### src/rtl/icache_line_fill_responder.sv
// ----------------------------------------------------------------------------
// icache_line_fill_responder
//
// L2-side responder for the I-cache line-fill interface. A one-cycle line
// request starts a fill: block_size word reads are issued to a word-wide
// memory port, the in-order responses are assembled into one cache line, and
// the finished line is returned with a one-cycle DATA_FROM_L2_VALID pulse.
// One extra request can wait in a single-entry pending register while a fill
// is in flight; a request arriving while that register is full is dropped.
//
// Ports
//   CLK, RST_N          clock, synchronous active-low reset
//   ADDR_TO_L2_VALID    line request strobe (1-cycle pulse)
//   ADDR_TO_L2          line address (byte address without the line offset)
//   DATA_FROM_L2        assembled line, held until the next fill overwrites it
//   DATA_FROM_L2_VALID  line valid, 1-cycle pulse
//   FILL_ERR            with DATA_FROM_L2_VALID: some beat of the fill errored
//   MEM_RD_VALID        word read request
//   MEM_ADDR            word-aligned byte address of the read
//   MEM_RD_READY        memory accepts the request this cycle
//   MEM_RDATA           read data
//   MEM_RDATA_VALID     read data valid, responses return in request order
//   MEM_RERR            error on this response beat
//   BUSY                fill in progress or a request pending
//
// Assumes block_size is a power of two greater than one and data_width is a
// power-of-two multiple of 8, so line address, word index and byte offset
// tile the byte address exactly.
// ----------------------------------------------------------------------------
module icache_line_fill_responder #(
   parameter int data_width    = 32,
   parameter int address_width = 32,
   parameter int block_size    = 32,
   parameter int offset_width  = $clog2(data_width*block_size/8),
   parameter int cache_width   = block_size*data_width
) (
   input  logic                                  CLK,
   input  logic                                  RST_N,
   input  logic                                  ADDR_TO_L2_VALID,
   input  logic [address_width-offset_width-1:0] ADDR_TO_L2,
   output logic [cache_width-1:0]                DATA_FROM_L2,
   output logic                                  DATA_FROM_L2_VALID,
   output logic                                  FILL_ERR,
   output logic                                  MEM_RD_VALID,
   output logic [address_width-1:0]              MEM_ADDR,
   input  logic                                  MEM_RD_READY,
   input  logic [data_width-1:0]                 MEM_RDATA,
   input  logic                                  MEM_RDATA_VALID,
   input  logic                                  MEM_RERR,
   output logic                                  BUSY
);

   localparam int CNT_W   = $clog2(block_size) + 1;
   localparam int IDX_W   = (block_size > 1) ? $clog2(block_size) : 1;
   localparam int BYTE_W  = $clog2(data_width/8);
   localparam int LINE_AW = address_width - offset_width;

   localparam logic [CNT_W-1:0] LAST_BEAT = CNT_W'(block_size - 1);
   localparam logic [CNT_W-1:0] NUM_BEATS = CNT_W'(block_size);

   typedef enum logic [1:0] {
      S_IDLE  = 2'd0,
      S_ISSUE = 2'd1,
      S_DRAIN = 2'd2,
      S_DONE  = 2'd3
   } state_t;

   state_t                               state_q, state_d;
   logic [LINE_AW-1:0]                   line_addr_q;
   logic                                 pend_vld_q;
   logic [LINE_AW-1:0]                   pend_addr_q;
   logic [CNT_W-1:0]                     issue_cnt_q;
   logic [CNT_W-1:0]                     resp_cnt_q;
   logic                                 err_q;
   logic [block_size-1:0][data_width-1:0] line_q;

   logic             start;
   logic             issue_fire;
   logic             resp_fire;
   logic [CNT_W-1:0] resp_cnt_inc;

   // A fill starts from IDLE on a fresh request or on a waiting pending one.
   assign start      = (state_q == S_IDLE) && (ADDR_TO_L2_VALID || pend_vld_q);
   assign issue_fire = (state_q == S_ISSUE) && MEM_RD_READY;

   // Only beats that belong to an outstanding read of the current fill are
   // taken; this also discards stale beats left over from an aborted fill
   // while the responder sits in IDLE or DONE.
   assign resp_fire  = ((state_q == S_ISSUE) || (state_q == S_DRAIN)) &&
                       MEM_RDATA_VALID && (resp_cnt_q < issue_cnt_q);

   assign resp_cnt_inc = resp_cnt_q + CNT_W'(resp_fire);

   // ------------------------------------------------------------------
   // FSM: state register
   // ------------------------------------------------------------------
   always_ff @(posedge CLK) begin
      if (!RST_N) state_q <= S_IDLE;
      else        state_q <= state_d;
   end

   // ------------------------------------------------------------------
   // FSM: next state
   // ------------------------------------------------------------------
   always_comb begin
      state_d = state_q;
      case (state_q)
         S_IDLE:  if (start) state_d = S_ISSUE;
         S_ISSUE: if (issue_fire && (issue_cnt_q == LAST_BEAT)) state_d = S_DRAIN;
         // The beat arriving this cycle counts, so DONE follows the last
         // beat by exactly one cycle.
         S_DRAIN: if (resp_cnt_inc == NUM_BEATS) state_d = S_DONE;
         S_DONE:  state_d = S_IDLE;
         default: state_d = S_IDLE;
      endcase
   end

   // ------------------------------------------------------------------
   // FSM: outputs
   // ------------------------------------------------------------------
   always_comb begin
      MEM_RD_VALID       = 1'b0;
      MEM_ADDR           = '0;
      DATA_FROM_L2_VALID = 1'b0;
      FILL_ERR           = 1'b0;
      case (state_q)
         S_ISSUE: begin
            MEM_RD_VALID = 1'b1;
            MEM_ADDR     = {line_addr_q, issue_cnt_q[IDX_W-1:0], {BYTE_W{1'b0}}};
         end
         S_DONE: begin
            DATA_FROM_L2_VALID = 1'b1;
            FILL_ERR           = err_q;
         end
         default: ;
      endcase
   end

   assign BUSY         = (state_q != S_IDLE) || pend_vld_q;
   assign DATA_FROM_L2 = line_q;

   // ------------------------------------------------------------------
   // Request capture and pending slot
   // ------------------------------------------------------------------
   always_ff @(posedge CLK) begin
      if (!RST_N) begin
         line_addr_q <= '0;
         pend_vld_q  <= 1'b0;
         pend_addr_q <= '0;
      end else if (state_q == S_IDLE) begin
         if (pend_vld_q) begin
            // The older pending request is served first; a request arriving
            // in the same cycle takes over the slot it frees.
            line_addr_q <= pend_addr_q;
            if (ADDR_TO_L2_VALID) pend_addr_q <= ADDR_TO_L2;
            else                  pend_vld_q  <= 1'b0;
         end else if (ADDR_TO_L2_VALID) begin
            line_addr_q <= ADDR_TO_L2;
         end
      end else if (ADDR_TO_L2_VALID && !pend_vld_q) begin
         pend_vld_q  <= 1'b1;
         pend_addr_q <= ADDR_TO_L2;
      end
   end

   // ------------------------------------------------------------------
   // Beat counters, error accumulation and line assembly
   // ------------------------------------------------------------------
   always_ff @(posedge CLK) begin
      if (!RST_N) begin
         issue_cnt_q <= '0;
         resp_cnt_q  <= '0;
         err_q       <= 1'b0;
         line_q      <= '0;
      end else if (start) begin
         // Line data is not cleared: it is overwritten beat by beat.
         issue_cnt_q <= '0;
         resp_cnt_q  <= '0;
         err_q       <= 1'b0;
      end else begin
         if (issue_fire) issue_cnt_q <= issue_cnt_q + 1'b1;
         if (resp_fire) begin
            resp_cnt_q                     <= resp_cnt_inc;
            err_q                          <= err_q | MEM_RERR;
            line_q[resp_cnt_q[IDX_W-1:0]]  <= MEM_RDATA;
         end
      end
   end

endmodule

### config.mk
export PLATFORM = sky130hd
export DESIGN_NAME = icache_line_fill_responder
export DESIGN_NICKNAME = d
export VERILOG_FILES = /design/src/rtl/icache_line_fill_responder.sv
export SDC_FILE = /design/constraint.sdc
export NUM_CORES = 2
export LEC_CHECK = 0
export ABC_AREA = 1
export CORE_AREA = 2 2 435 437
export DETAILED_ROUTE_END_ITERATION = 6
export DIE_AREA = 0 0 437 439
export PLACE_DENSITY = 0.49
export SLEW_MARGIN = 20
export SYNTH_ARGS = -nofsm -noshare
export SYNTH_HDL_FRONTEND = slang
export SYNTH_SLANG_ARGS = --single-unit
### constraint.sdc
create_clock -name CLK -period 2.66 [get_ports CLK]
set_clock_uncertainty 0.1 [all_clocks]
set_input_delay 0.266 -clock CLK [delete_from_list [all_inputs] [get_ports CLK]]
set_output_delay 0.266 -clock CLK [all_outputs]
set_load 0.01 [all_outputs]
# Word-level counts from Yosys, hierarchy flattened
# Cells that the tools add are included.
# totals
wordCells,97
regBits,1090
# op_classes
order_cmp,3
muxes,20
add_sub_neg,2
eq_ne,10
bitwise_logic,3
reduce_logical,20
# op_table
operator,n
bitwise mux 1024 bit,1
demux 32 bit (select 5 bit),1
2-to-1 mux 25 bit,5
2-to-1 mux 32 bit,2
one-hot mux 2 bit (4 select lines),1
logical AND 1 bit,7
2-to-1 mux 1 bit,7
adder 6 x 1 -> 6 bit,1
adder 6 x 1 -> 6 bit (second input constant),1
== test 6 x 5 -> 1 bit (second input constant),1
== test 6 bit (second input constant),1
< comparator 5 x 6 -> 1 bit (second input constant),1
< comparator 6 bit,1
2-to-1 mux 2 bit,3
!= test 2 bit (second input constant),3
AND reduction 3 bit,2
nonzero test 2 bit,3
greater-or-equal comparator 5 x 1 -> 1 bit (second input constant),1
== test 2 bit (second input constant),2
!= test 2 x 1 -> 1 bit (second input constant),2
AND reduction 2 bit,2
logical OR 1 bit,3
== test 2 x 1 -> 1 bit (second input constant),1
logical NOT 2 bit,1
4 further kinds,5

# Logic depth before layout (Yosys ltp)
# depth
ltp_word,8
depth_mapped,20

# Worst setup path before layout
# No wires, ideal clock.
# synth_timing
kind,reg2reg
start,register issue_cnt_q[4]
end,register state_q[1]
setup_time_ns,0.115
path_slack_ns,-0.145
arrival_ns,2.590
path_buffers,2
stages_incl_launch_ff,21
synth_period_minus_slack_ns,2.805
required_ns,2.445
path_cell_list,dfxtp_1 -> inv_1 -> ha_1 -> nand2_1 -> inv_2 -> nand3_1 -> nand4_1 -> nor2_4 -> buf_4 -> clkbuf_1 -> ha_1 -> ha_1 -> inv_1 -> o21ai_0 -> nand2_1 -> inv_1 -> nand3_1 -> nand2_1 -> nand3_1 -> nand2_1 -> nor2_1
# synth_via
elab_chain_cells,6
# synth_lines
item,line_no,source
start: declaration,72,logic [CNT_W-1:0] issue_cnt_q;
start signal: assignment,181,if (issue_fire) issue_cnt_q <= issue_cnt_q + 1'b1;
< comparator 6 bit,90,MEM_RDATA_VALID && (resp_cnt_q < issue_cnt_q);
logical AND 1 bit,90,
adder 6 x 1 -> 6 bit,92,assign resp_cnt_inc = resp_cnt_q + CNT_W'(resp_fire);
== test 6 bit,112,S_DRAIN: if (resp_cnt_inc == NUM_BEATS) state_d = S_DONE;
!= test 2 x 1 -> 1 bit (no source line),n/a,
AND reduction 3 bit (no source line) (*),n/a,
end signal: assignment,99,else state_q <= state_d;
end: declaration,68,"state_t state_q, state_d;"
# Mark *: on every way between the ends. The rest lies on a longest branch, timed or not.
# A chain may end at the register's enable or synchronous reset.

# Worst setup path in the final report
# layout_timing
start,register state_q[1]
end,output MEM_ADDR[11]
# layout_via
elab_chain_cells,2
# layout_lines
item,line_no,source
== test 2 x 1 -> 1 bit,126,case (state_q)
2-to-1 mux 32 bit,126,
end: declaration,45,"output logic [address_width-1:0] MEM_ADDR,"
# Every way passes these cells.

==> run_results.csv <==
group,metric,value,unit
drt,first_pass_iters,7,
timing,maxSlewHeadroom,34.4,%
floorplan,die_area,0.192,mm²
floorplan,core,0.187,mm²
pwr,power_density,669,mW/mm²
setup_path,worst-setup-path-type,"flip-flop to primary output",
logic_synthesis,synth_seq_cells,1090,
timing,worst_pin_slew,0.984,ns
placement,placed_area,0.0576,mm²
grt,grt_max_degree,136,
outcome,status,"complete, but fails checks",
min_path,hp-start,"ADDR_TO_L2[12]",
placement,gp_congestion,0.816,
cts,cts_buffers,134,
setup_path,critPathTopFamily,"buffers and inverters",
setup_path,critPathMaxStageDelay,0.32,ns
final_layout,design_area,0.0630,mm²
drt,ant_nets,0,
flow_run,drv_cap,0,
final_layout,most-common-layout-cells,"nand2_1 (1,489), dfxtp_1 (1,088), clkdlybuf4s50_1 (1,054), nor2_1 (779), nand4_1 (696)",
timing,hold_viol,0,
logic_synthesis,syn_area,0.0432,mm²
setup_path,cp.buffers_inverters,5,
setup_path,crit_chain,"inv_1 -> buf_4 -> ha_4 -> bufbuf_16 -> nand2_1 -> inv_1 -> clkdlybuf4s15_2",
logic_synthesis,syn-instance-count,5901,
cts,max-clock-path-buffers,3,
floorplan,die_h,439,µm
setup_path,crit_path_start_kind,"flip-flop",
timing,grt_setup_unrepaired,"yes",
setup_path,r2r_start,"state_q[0]",
setup_path,cp_max_fo,10,
drt,routedWlPerCell,24.1,µm
setup_path,required,2.29,ns
setup_path,r2r-end,"DATA_FROM_L2[944]",
grt,grt_overflow,0,
final_layout,syn_to_final_growth,45.9,%
drt,viasPerCell,4.72,
outcome,violations,"DRC",
timing,slew_violations,0,
timing,finalSetupViolations,0,
cts,cts_tree,"done",
logic_synthesis,synth_cell_types,27,
cts,clkTransAtPathRegs,0.06,ns
timing,fmax,0.396,GHz
cts,ctsRootBufferMaster,"clkbuf_16",
setup_path,worstPathArrival,2.16,ns
grt,grt_pass1_vias,40500,
pwr,p_leak,24.1,nW
pwr,ir_drop,0.493,mV
final_layout,utilization,33.7,%
final_layout,drive_above_1_share,7.36,%
min_path,hold_depth,3,
floorplan,io_pins,1123,
drt,vias,44600,
setup_path,endpoint_kind,"primary output",
min_path,min_path_type,"primary input to flip-flop",
logic_synthesis,yosys_warnings,0,
final_layout,final_common_cell,"nand2_1",
floorplan,initial_core_util,23.1,%
setup_path,critical_path.slowest_cell,"dfxtp_2",
setup_path,r2r_cells,11,
final_layout,nets,6911,
placement,portBuffers,1120,
drt,wl,227,mm
cts,cts_num_sinks,1090,
floorplan,num_rows,159,
drt,drc,4,
grt,grtUsageTotal,22.1,%
cts,htree_levels,4,
timing,fin_crit_sh,94.8,%
logic_synthesis,seq_area_frac_synth,50.5,%
min_path,hold_path_end,"line_addr_q[12]",
timing,period_needed,2.52,ns
logic_synthesis,synth.avg_cell_area,7.32,µm²
grt,grt_pass1_wl,309,mm
floorplan,fp.dieW,437,µm
final_layout,diodes,0,
final_layout,final_cells,9436,
grt,antenna_found_initial,13,
placement,dpl.cell_count,9124,
placement,hpwl,140,mm
setup_path,cp_common_cell,"inv_1",
setup_path,r2r_slack,0.15,ns
drt,initialDrtViolationCount,3974,
cts,insertion_delay,0.80,ns
timing,holdWs,0.0961,ns
what timing repair did:
| action | in CTS | in global routing |
|---|---|---|
| hold buffers | 58 | 0 |
| endpoints found under the setup margin | 211 | 527 |
| pin swaps | 0 | 11 |
| buffers inserted | 1 | 1 |
| resized for setup | 49 | 30 |
| hold endpoints to repair | 810 | 0 |
| cloned | 2 | 9 |
power by group:
part | internal, mW | total, mW | leakage (nW) | switching, mW
clock network | 10.7 | 18.6 | 2.16 | 7.91
logic | 1.73 | 6.76 | 13.2 | 5.02
registers | 16.6 | 16.8 | 8.79 | 0.164
total | 29.0 | 42.1 | 24.1 | 13.1
synthesized netlist by cell type:
library cell | number | area [µm²]
inv_1 | 405 | 1520
a31oi_1 | 25 | 156
o21bai_1 | 1 | 7.51
buf_2 | 175 | 876
a21oi_1 | 684 | 3420
nand4_1 | 696 | 4350
nand2_2 | 1 | 6.26
clkbuf_1 | 362 | 1360
nor2_1 | 804 | 3020
ha_1 | 12 | 150
inv_2 | 9 | 33.8
o21ai_0 | 56 | 280
nand3_4 | 10 | 175
o21ai_2 | 1 | 8.76
nor2_4 | 1 | 11.3
buf_1 | 40 | 150
conb_1 | 1 | 3.75
nand3_2 | 1 | 10.0
nor3_1 | 1 | 5.00
o21ai_1 | 1 | 5.00
nand2_1 | 1492 | 5600
nand3_1 | 19 | 95.1
xor2_1 | 2 | 17.5
dfxtp_1 | 1090 | 21800
buf_4 | 8 | 60.1
buf_6 | 2 | 22.5
a211oi_1 | 2 | 15.0
kinds of logic (layout without fill, tap and decap cells):
logic type | after synthesis | after routing | share of synthesized area (%)
buffers and inverters | 1001 | 2040 | 9.31
other | 1 | 2 | 0.00868
DFF | 1090 | 1090 | 50.5
adders and majority gates | 12 | 12 | 0.348
xor gates and xnor gates | 2 | 2 | 0.0406
AOI/OAI and AO/OA | 770 | 770 | 9.02
and+or+nand+nor | 3025 | 3025 | 30.7
final cells by class:
class	instances	area [µm²]
clock buffer	195	3860
clock inverter	46	528
fill	19600	124000
inverter	414	1560
multi-input combinational	3811	17600
sequential	1090	21800
tap	2495	3120
timing repair buffer	1385	14500
routing by layer:
layer / up-vias / global-route usage (%) / share of wire (%)
met1: 21300 / 26.6 / 40
met5: - / 0 / 0.0079
met2: 1727 / 36.6 / 47
li1: 21100 / - / -
met4: 2 / 10.9 / 4.9
met3: 420 / 5.67 / 7.4
sequential cells by signal, summed over array words and instances (netlist names):
register	cells
issue_cnt_q	6
state_q	2
DATA_FROM_L2	1024
pend_addr_q	25
pend_vld_q	1
err_q	1
line_addr_q	25
resp_cnt_q	6
tightest hold or removal path, cell delays in order:
cell and delay [ns]:
clkdlybuf4s50_1 0.49, nand2_1 0.10, a31oi_1 0.07
worst max-delay path by stage:
stage                              endpoint  cells after the start            start
after detailed placement  DATA_FROM_L2[125]                     11  MEM_RDATA_VALID
after global placement    DATA_FROM_L2[106]                     11  MEM_RDATA_VALID
final                          MEM_ADDR[11]                      7       state_q[1]
after CTS                      MEM_ADDR[31]                      6       state_q[0]
after global routing             state_q[1]                     17   issue_cnt_q[4]
after floorplan                  state_q[1]                     20   issue_cnt_q[4]
through the flow:
stage               TNS [ns]  total power [mW]  setup slack (ns)
floorplan                  0              20.7            0.0108
global placement     -117.84              23.5            -0.312
detailed placement   -101.45              23.5            -0.306
CTS                   -0.123              42.4            -0.123
global route         -0.0430              43.5           -0.0282
finish                     0              42.1             0.137
(Power assumes the default switching activity.)
